[config.mk]
export PLATFORM = sky130hd
export DESIGN_NAME = next_pc_unit
export DESIGN_NICKNAME = d
export VERILOG_FILES = /design/src/rtl/next_pc_pkg.sv /design/src/rtl/next_pc_unit.sv
export SDC_FILE = /design/constraint.sdc
export NUM_CORES = 1
export LEC_CHECK = 0
export ABC_AREA = 1
export CAP_MARGIN = 5
export CORE_ASPECT_RATIO = 1.5
export CORE_UTILIZATION = 50
export DETAILED_ROUTE_END_ITERATION = 7
export DONT_BUFFER_PORTS = 1
export GPL_TIMING_DRIVEN = 0
export PLACE_DENSITY = 0.68
export SYNTH_ARGS = -nofsm -noshare
export SYNTH_HDL_FRONTEND = slang
export SYNTH_SLANG_ARGS = --single-unit
[constraint.sdc]
create_clock -name clk -period 1.6 [get_ports clk]
set_input_delay 0.4 -clock clk [delete_from_list [all_inputs] [get_ports clk]]
set_output_delay 0.4 -clock clk [all_outputs]
set_load 0.03 [all_outputs]
[src/rtl/next_pc_pkg.sv]
// Shared types and constants for the program-counter sequencer.
package next_pc_pkg;

  localparam int unsigned XLEN       = 32;
  localparam int unsigned INST_BYTES = 4;

  typedef enum logic [1:0] {
    RUN   = 2'd0,
    FLUSH = 2'd1,
    TRAP  = 2'd2
  } pc_state_t;

  function automatic logic word_aligned(input logic [1:0] lsbs);
    return lsbs == 2'b00;
  endfunction

endpackage

[src/rtl/next_pc_unit.sv]
// PC sequencer: advances by 4 or redirects to ALURes one cycle after a taken branch,
// then squashes FLUSH_CYCLES wrong-path fetches; Stall holds PC, a taken redirect overrides it.
module next_pc_unit
  import next_pc_pkg::*;
#(
  parameter logic [XLEN-1:0] RESET_PC     = 32'h0000_0000,
  parameter int unsigned     FLUSH_CYCLES = 2
) (
  input  logic                clk,
  input  logic                rst,
  input  logic                NextPCSrc,
  input  logic                BrValid,
  input  logic [XLEN-1:0]     ALURes,
  input  logic                Stall,
  output logic [XLEN-1:0]     PC,
  output logic [XLEN-1:0]     PCInc,
  output logic                InstValid,
  output logic                Flush,
  output logic                MisalignTrap
);

  localparam logic [2:0] FLUSH_CNT = 3'(FLUSH_CYCLES);

  if (FLUSH_CYCLES > 7 || RESET_PC[1:0] != 2'b00) begin : g_bad_param
    $error("next_pc_unit: FLUSH_CYCLES must be <= 7 and RESET_PC word-aligned");
  end

  pc_state_t       r_state;
  logic [2:0]      r_cnt;
  logic [XLEN-1:0] r_pc;
  logic            r_flush;
  logic            r_trap;

  pc_state_t       w_state_nxt;
  logic [2:0]      w_cnt_nxt;
  logic [XLEN-1:0] w_pc_nxt;
  logic [XLEN-1:0] w_pc_inc;
  logic            w_flush_nxt;
  logic            w_trap_nxt;
  logic            w_taken;

  always_ff @(posedge clk) begin
    if (rst) begin
      r_state <= FLUSH;
      r_cnt   <= 3'd1;
      r_pc    <= RESET_PC;
      r_flush <= 1'b0;
      r_trap  <= 1'b0;
    end else begin
      r_state <= w_state_nxt;
      r_cnt   <= w_cnt_nxt;
      r_pc    <= w_pc_nxt;
      r_flush <= w_flush_nxt;
      r_trap  <= w_trap_nxt;
    end
  end

  always_comb begin
    w_pc_inc    = r_pc + XLEN'(INST_BYTES);
    w_taken     = BrValid && NextPCSrc;
    w_state_nxt = r_state;
    w_cnt_nxt   = r_cnt;
    w_pc_nxt    = r_pc;
    w_flush_nxt = 1'b0;
    w_trap_nxt  = r_trap;
    case (r_state)
      RUN: begin
        if (w_taken) begin
          // Misaligned targets still kill the wrong path, but PC never takes the bad address.
          w_flush_nxt = 1'b1;
          if (word_aligned(ALURes[1:0])) begin
            w_pc_nxt = ALURes;
            if (FLUSH_CYCLES != 0) begin
              w_state_nxt = FLUSH;
              w_cnt_nxt   = FLUSH_CNT;
            end
          end else begin
            w_trap_nxt  = 1'b1;
            w_state_nxt = TRAP;
          end
        end else if (!Stall) begin
          w_pc_nxt = w_pc_inc;
        end
      end
      FLUSH: begin
        w_cnt_nxt = r_cnt - 3'd1;
        if (r_cnt <= 3'd1) begin
          w_state_nxt = RUN;
        end
      end
      TRAP: begin
        w_trap_nxt = 1'b1;
      end
      default: begin
        w_state_nxt = FLUSH;
        w_cnt_nxt   = 3'd1;
      end
    endcase
  end

  assign PC           = r_pc;
  assign PCInc        = w_pc_inc;
  assign InstValid    = (r_state == RUN);
  assign Flush        = r_flush;
  assign MisalignTrap = r_trap;

endmodule

==> flow_metrics.tcl, run 1 <==
set metrics [dict create \
    outcome "finished, violations left" \
    violations "negative setup slack" \
    synth_seq_cells 39 \
    cp_num_buf_inv 2 \
    final_hold_viol_count 0 \
    ir_drop_mv 0.636 \
    netlist_area_mm2 0.00254 \
    synth-simple-area-share_pct 33.0 \
    grt_pass1_vias 2498 \
    p_switching_mw 1.92 \
    initial_utilization_pct 52.3 \
    slowest_delay_ns 0.45 \
    insertion_delay_ns 0.31 \
    seqPwrFrac_pct 43.8 \
    globalRouteOverflowTotal 0 \
    drive_above_1_share_pct 37.6 \
    portBuffers 0 \
    worstHoldEndpoint "r_state[1]" \
    dp_hpwl_um 5650 \
    grt_pass1_wl_um 11700 \
    drc_errors 0 \
    synth-xor-area-share_pct 6.36 \
    synth_area_leaders "dfxtp_1 31%, nand2_1 17%, a21oi_1 11%" \
    path_clk_slew_ns 0.09 \
    track_usage_pct 29.4 \
    switching_share_pct 46.1 \
    period_minus_slack_ns 2.30 \
    ys_async_sr_fraction_pct 0 \
    diodes 0 \
    dr.pass1.iters 4 \
    core_area_mm2 0.00485 \
    crit_path_end_kind "primary output" \
    cts_num_sinks 39 \
    avgSynthCellArea_um2 6.54 \
    fin_setup_tns_ns -20.31 \
    io_pins 104 \
    worst_path_max_delay_cell "dfxtp_4" \
    area_delta_synth_final_pct 39.2 \
    cp.arrival_ns 1.90 \
    clockBufferDepth 2 \
    yosysWarningCount 0 \
    synth_compound_area_share_pct 20.3 \
    wl_per_cell_um 16.6 \
    rows 31 \
    worstHoldPathCells 1 \
    slew_headroom_pct 64.8 \
    finalSetupViolCount 52 \
    p_leak_nw 1.31 \
    max_cap_viol_count 0 \
    path_cells "clkinvlp_4, nor2_4, nand2_2, nor2_4, buf_12, xor2_4" \
    synth_nets 428 \
    p_clk_share_pct 23.4 \
    drt-initial-drc-count 72 \
    dieWidth_um 60.2 \
    worst_pin_slew_ns 0.528 \
    hold_class "input pin to flop" \
    required_ns 1.20 \
    period_share_pct 144 \
    tritoncts "built" \
    netlist_top_cells_count "116 x nand2_1, 56 x a21oi_1, 39 x dfxtp_1" \
    ant_nets 0 \
    synth_top_family_by_area "simple AND/OR/NAND/NOR gates" \
    dr_total_vias 2629 \
    crit_family "simple AND/OR/NAND/NOR gates" \
    synthAdderAreaFrac_pct 1.48 \
    p_int_mw 2.24 \
    reg2reg_slack_ns -0.31 \
    hp-start "rst" \
    synthCells 388 \
    stdcell_area_mm2 0.00353 \
    htreeDepth 2 \
    wl_um 7910 \
    vias_per_cell 5.52 \
    rsz0062_at_grt "yes" \
    p_comb_share_pct 32.8 \
    r2r_start "PC[2]" \
    dpl_cell_area_mm2 0.00295 \
    cts_hold_buf 0 \
    synth-main-ff-cell "dfxtp_1" \
    grt_antenna_before_repair 0 \
    layout_setup_ws_ns -0.705 \
    synth_cell_type_count 30 \
    synth_most_common_cell "nand2_1" \
    synth_top_area_share_pct 30.8 \
    instances_no_fill 476 \
    finClkSkew_ns 0.00687 \
    numCtsBuffers 5 \
    clockRootBuffer "clkbuf_8" \
    maxSlewViolCount 0 \
    muxShareOfSynthArea_pct 0 \
    worstReg2RegEnd "PC[5]" \
    globalplace.congestion 0.999 \
    post-route-util_pct 72.9 \
    powerDensity_mw_per_mm2 1180 \
    setup.worst_path.start_class "flop" \
    reg2reg_depth 8 \
    synth_edf_count 0 \
    place_inst 454 \
    grt_max_degree 20 \
    synth-seq-area-share_pct 30.8 \
    crit_type "flop to primary output" \
    crit_top_cell "nor2_4" \
    nNetsFinal 449 \
    die-area_mm2 0.00537 \
    crit_fanout 5 \
    die_h_um 89.3 \
    synth_largest_area_cell "dfxtp_1" \
    clock.fmax_ghz 0.434 \
]
## power by group through the flow
| stage | sequential [mW] | combinational [mW] | clock, mW |
|---|---|---|---|
| 6_report | 1.82 | 1.37 | 0.972 |
| 5_1_grt | 1.86 | 1.49 | 1.01 |
| 2_1_floorplan | 1.73 | 1.05 | 0 |
| 3_5_place_dp | 1.81 | 1.21 | 0 |
| 3_3_place_gp | 1.80 | 1.19 | 0 |
| 4_1_cts | 1.82 | 1.31 | 0.977 |
## routing by layer
metal / vias up / wire, um / GRT usage, %
li1: 1305 / - / -
met1: 1223 / 3030 / 33.0
met2: 86 / 4240 / 53.4
met3: 15 / 493 / 6.22
met4: 0 / 152 / 9.73
met5: - / 0 / 0
## flip-flops by register name, indices dropped and copies added (netlist names)
| name | flops |
|---|---|
| r_state | 2 |
| MisalignTrap | 1 |
| r_cnt | 3 |
| PC | 32 |
| Flush | 1 |
## layout make-up
cell class                 count  area [um2]
multi-input combinational    302        2080
sequential                    39         863
fill                         389        1320
clock inverter                 2        37.5
buffer                        16        90.1
clock buffer                   6        93.8
tap                           66        82.6
timing repair buffer          15         166
inverter                      30         116
## through the flow
stage	power, mW	setup slack [ns]	hold slack [ns]
6_report	4.16	-0.705	0.144
2_1_floorplan	2.78	-0.192	0.469
3_5_place_dp	3.02	-0.382	0.475
4_1_cts	4.10	-0.670	0.143
5_1_grt	4.36	-0.795	0.139
3_3_place_gp	3.00	-0.377	0.472
## how the worst max path moves through the flow
stage | end | cells past startpoint | slack (ns) | startpoint
floorplan | PCInc[31] | 6 | -0.19 | PC[2]
global placement | PCInc[23] | 6 | -0.38 | PC[2]
detailed placement | PCInc[31] | 6 | -0.38 | PC[2]
CTS | PCInc[27] | 6 | -0.67 | PC[2]
global route | PCInc[23] | 7 | -0.80 | PC[2]
finish | PCInc[15] | 6 | -0.70 | PC[2]
## cells by family (layout without fill, tap and decap cells)
group / count (synthesis) / after routing
DFF: 39 / 39
buffers and inverters: 47 / 69
AOI/OAI and AO/OA: 99 / 99
adders and majority gates: 3 / 3
xor gates and xnor gates: 15 / 15
and+or+nand+nor: 185 / 185
## worst register-to-register path, delay by kind of cell, from the launching register on
kind / cells / cell delay (ns)
xor gates and xnor gates: 1 / 0.27
and+or+nand+nor: 2 / 0.33
DFF: 1 / 0.45
AOI/OAI and AO/OA: 1 / 0.20
buffers and inverters: 4 / 0.57
## placed cells by master (no fill, tap or decap), types with 4 or more instances in the layout
master     n
buf_6     12
buf_4      7
dfxtp_2   12
nor2_1    24
nor2_4    13
nand3b_1   7
nand2_2   21
xnor2_4    4
clkbuf_8   5
nor2_2     4
o21ai_0   34
a21oi_2    9
dfxtp_4   18
a21oi_1   47
xor2_4    10
nand2_1   83
clkbuf_1   7
inv_1     26
nand3_2    5
nand2_4   16
nand3_1    5
dfxtp_1    9
## timing repair
| action | 4_1_cts | 5_1_grt |
|---|---|---|
| pin swaps | 25 | 21 |
| buffers inserted | 14 | 3 |
| endpoints found under the hold margin | 0 | 0 |
| setup endpoints to repair | 56 | 57 |
| resized for setup | 55 | 39 |
(Power assumes the default switching activity.)
==> run 2: changes to the inputs <==
Settings changed: CORE_ASPECT_RATIO 1.5 to 2.
==> run 2 against run 1 <==
  * The flow still finishes with violations (negative setup slack)
  * Cell area grew 2.2%
  * Critical path type unchanged
  * Core utilization grew 1.3 points
  * Total power grew 1.7%
  * Critical path depth shrank 1
  * Clock-buffer cell count is the same
  * Maximum frequency is essentially flat
  * Clock power shrank 2%
  * Final cell count shrank 1.7%
==> flow_metrics.tcl, run 2 (synthesis gave the netlist of run 1 again) <==
set metrics [dict create \
    crit_path_end_kind "primary output" \
    max_cap_viol_count 0 \
    setup.worst_path.start_class "flop" \
    dp_hpwl_um 6020 \
    tritoncts "built" \
    cts_num_sinks 39 \
    slew_headroom_pct 60.4 \
    grt_antenna_before_repair 0 \
    hold_class "input pin to flop" \
    diodes 0 \
    layout_setup_ws_ns -0.707 \
    track_usage_pct 31.5 \
    numCtsBuffers 5 \
    reg2reg_depth 7 \
    worst_pin_slew_ns 0.595 \
    finClkSkew_ns 0.0105 \
    io_pins 104 \
    drt-initial-drc-count 62 \
    core_area_mm2 0.00486 \
    grt_pass1_wl_um 12500 \
    dr_total_vias 2658 \
    initial_utilization_pct 52.2 \
    globalRouteOverflowTotal 0 \
    insertion_delay_ns 0.31 \
    largest_reg_flops 32 \
    die_h_um 103 \
    rsz0062_at_grt "yes" \
    dr.pass1.iters 4 \
    drc_errors 0 \
    maxSlewViolCount 0 \
    grt_pass1_vias 2627 \
    wl_per_cell_um 18.0 \
    powerDensity_mw_per_mm2 1170 \
    final_common_cell "nand2_1" \
    power.total_mw 4.23 \
    cp.arrival_ns 1.91 \
    portBuffers 0 \
    drive_above_1_share_pct 42.6 \
    area_delta_synth_final_pct 42.2 \
    htreeDepth 2 \
    r2r_start "PC[2]" \
    crit_type "flop to primary output" \
    rows 36 \
    violations "negative setup slack" \
    post-route-util_pct 74.2 \
    critPathCapture "PCInc[11]" \
    period_share_pct 144 \
    nNetsFinal 450 \
    reg2reg_slack_ns -0.30 \
    period_minus_slack_ns 2.31 \
    worstReg2RegEnd "PC[11]" \
    finalSetupViolCount 54 \
    ir_drop_mv 0.890 \
    outcome "finished, violations left" \
    p_leak_nw 1.32 \
    globalplace.congestion 0.966 \
    crit_fanout 5 \
    required_ns 1.20 \
    wl_um 8420 \
    path_clk_slew_ns 0.09 \
    clockBufferDepth 2 \
    vias_per_cell 5.68 \
    mostFrequentLayoutCells "77 x nand2_1, 38 x a21oi_1, 34 x o21ai_0" \
    grt_max_degree 20 \
    dieWidth_um 52.4 \
    ant_nets 0 \
    die-area_mm2 0.00538 \
    crit_start "PC[2]" \
    fin_setup_tns_ns -19.91 \
    clockRootBuffer "clkbuf_8" \
    final_hold_viol_count 0 \
    clock.fmax_ghz 0.434 \
]
-- run 2: where the power goes --
group	switching, mW	total [mW]	internal, mW	leakage, nW
clock network	0.397	0.957	0.560	0.0626
logic	0.949	1.45	0.498	0.923
registers	0.616	1.83	1.21	0.338
-- run 2: stage by stage --
stage	setup WS [ns]	hold slack, ns	cells	cell area (um2)
floorplan	-0.192	0.469	388	2870
CTS	-0.673	0.133	467	3470
detailed placement	-0.370	0.475	445	2940
finish	-0.707	0.144	468	3610
global route	-0.779	0.129	468	3610
global placement	-0.362	0.472	445	2940
-- run 2: cell type report --
type | count | area (um2)
tap | 57 | 71.3
clock inverter | 2 | 37.5
multi-input combinational | 302 | 2160
clock buffer | 6 | 93.8
sequential | 39 | 871
timing repair buffer | 17 | 178
fill | 390 | 1260
buffer | 15 | 82.6
inverter | 30 | 116
-- run 2: worst min path at each step --
| stage | from | end | slack [ns] | cells after the start |
|---|---|---|---|---|
| 4_1_cts | rst | r_state[1] | 0.13 | 1 |
| 3_3_place_gp | rst | MisalignTrap | 0.47 | 1 |
| 5_1_grt | rst | r_state[1] | 0.13 | 1 |
| 3_5_place_dp | rst | MisalignTrap | 0.47 | 1 |
| 2_1_floorplan | rst | MisalignTrap | 0.47 | 1 |
| 6_report | rst | r_state[1] | 0.14 | 1 |
-- run 2: per-layer routing --
| layer | track usage [%] | share of wire, % | vias to the layer above |
|---|---|---|---|
| met4 | 15.0 | 2.8 | 0 |
| met5 | 0 | 0 | - |
| met3 | 7.96 | 6.1 | 14 |
| li1 | - | - | 1303 |
| met2 | 59.9 | 57 | 97 |
| met1 | 29.8 | 34 | 1244 |
-- run 2: what timing repair did --
item | in CTS | in global routing
resized for setup | 68 | 49
pin swaps | 30 | 25
hold buffers | 0 | 0
endpoints found under the setup margin | 55 | 57
gates cloned | 0 | 0
setup buffers | 17 | 6
-- run 2: worst max-delay path, stage by stage, from the launching register on --
cell and delay (ns):
dfxtp_4 0.45, clkinvlp_4 0.26, nor2_4 0.21, nand2_4 0.11
nor2_4 0.25, xor2_4 0.32
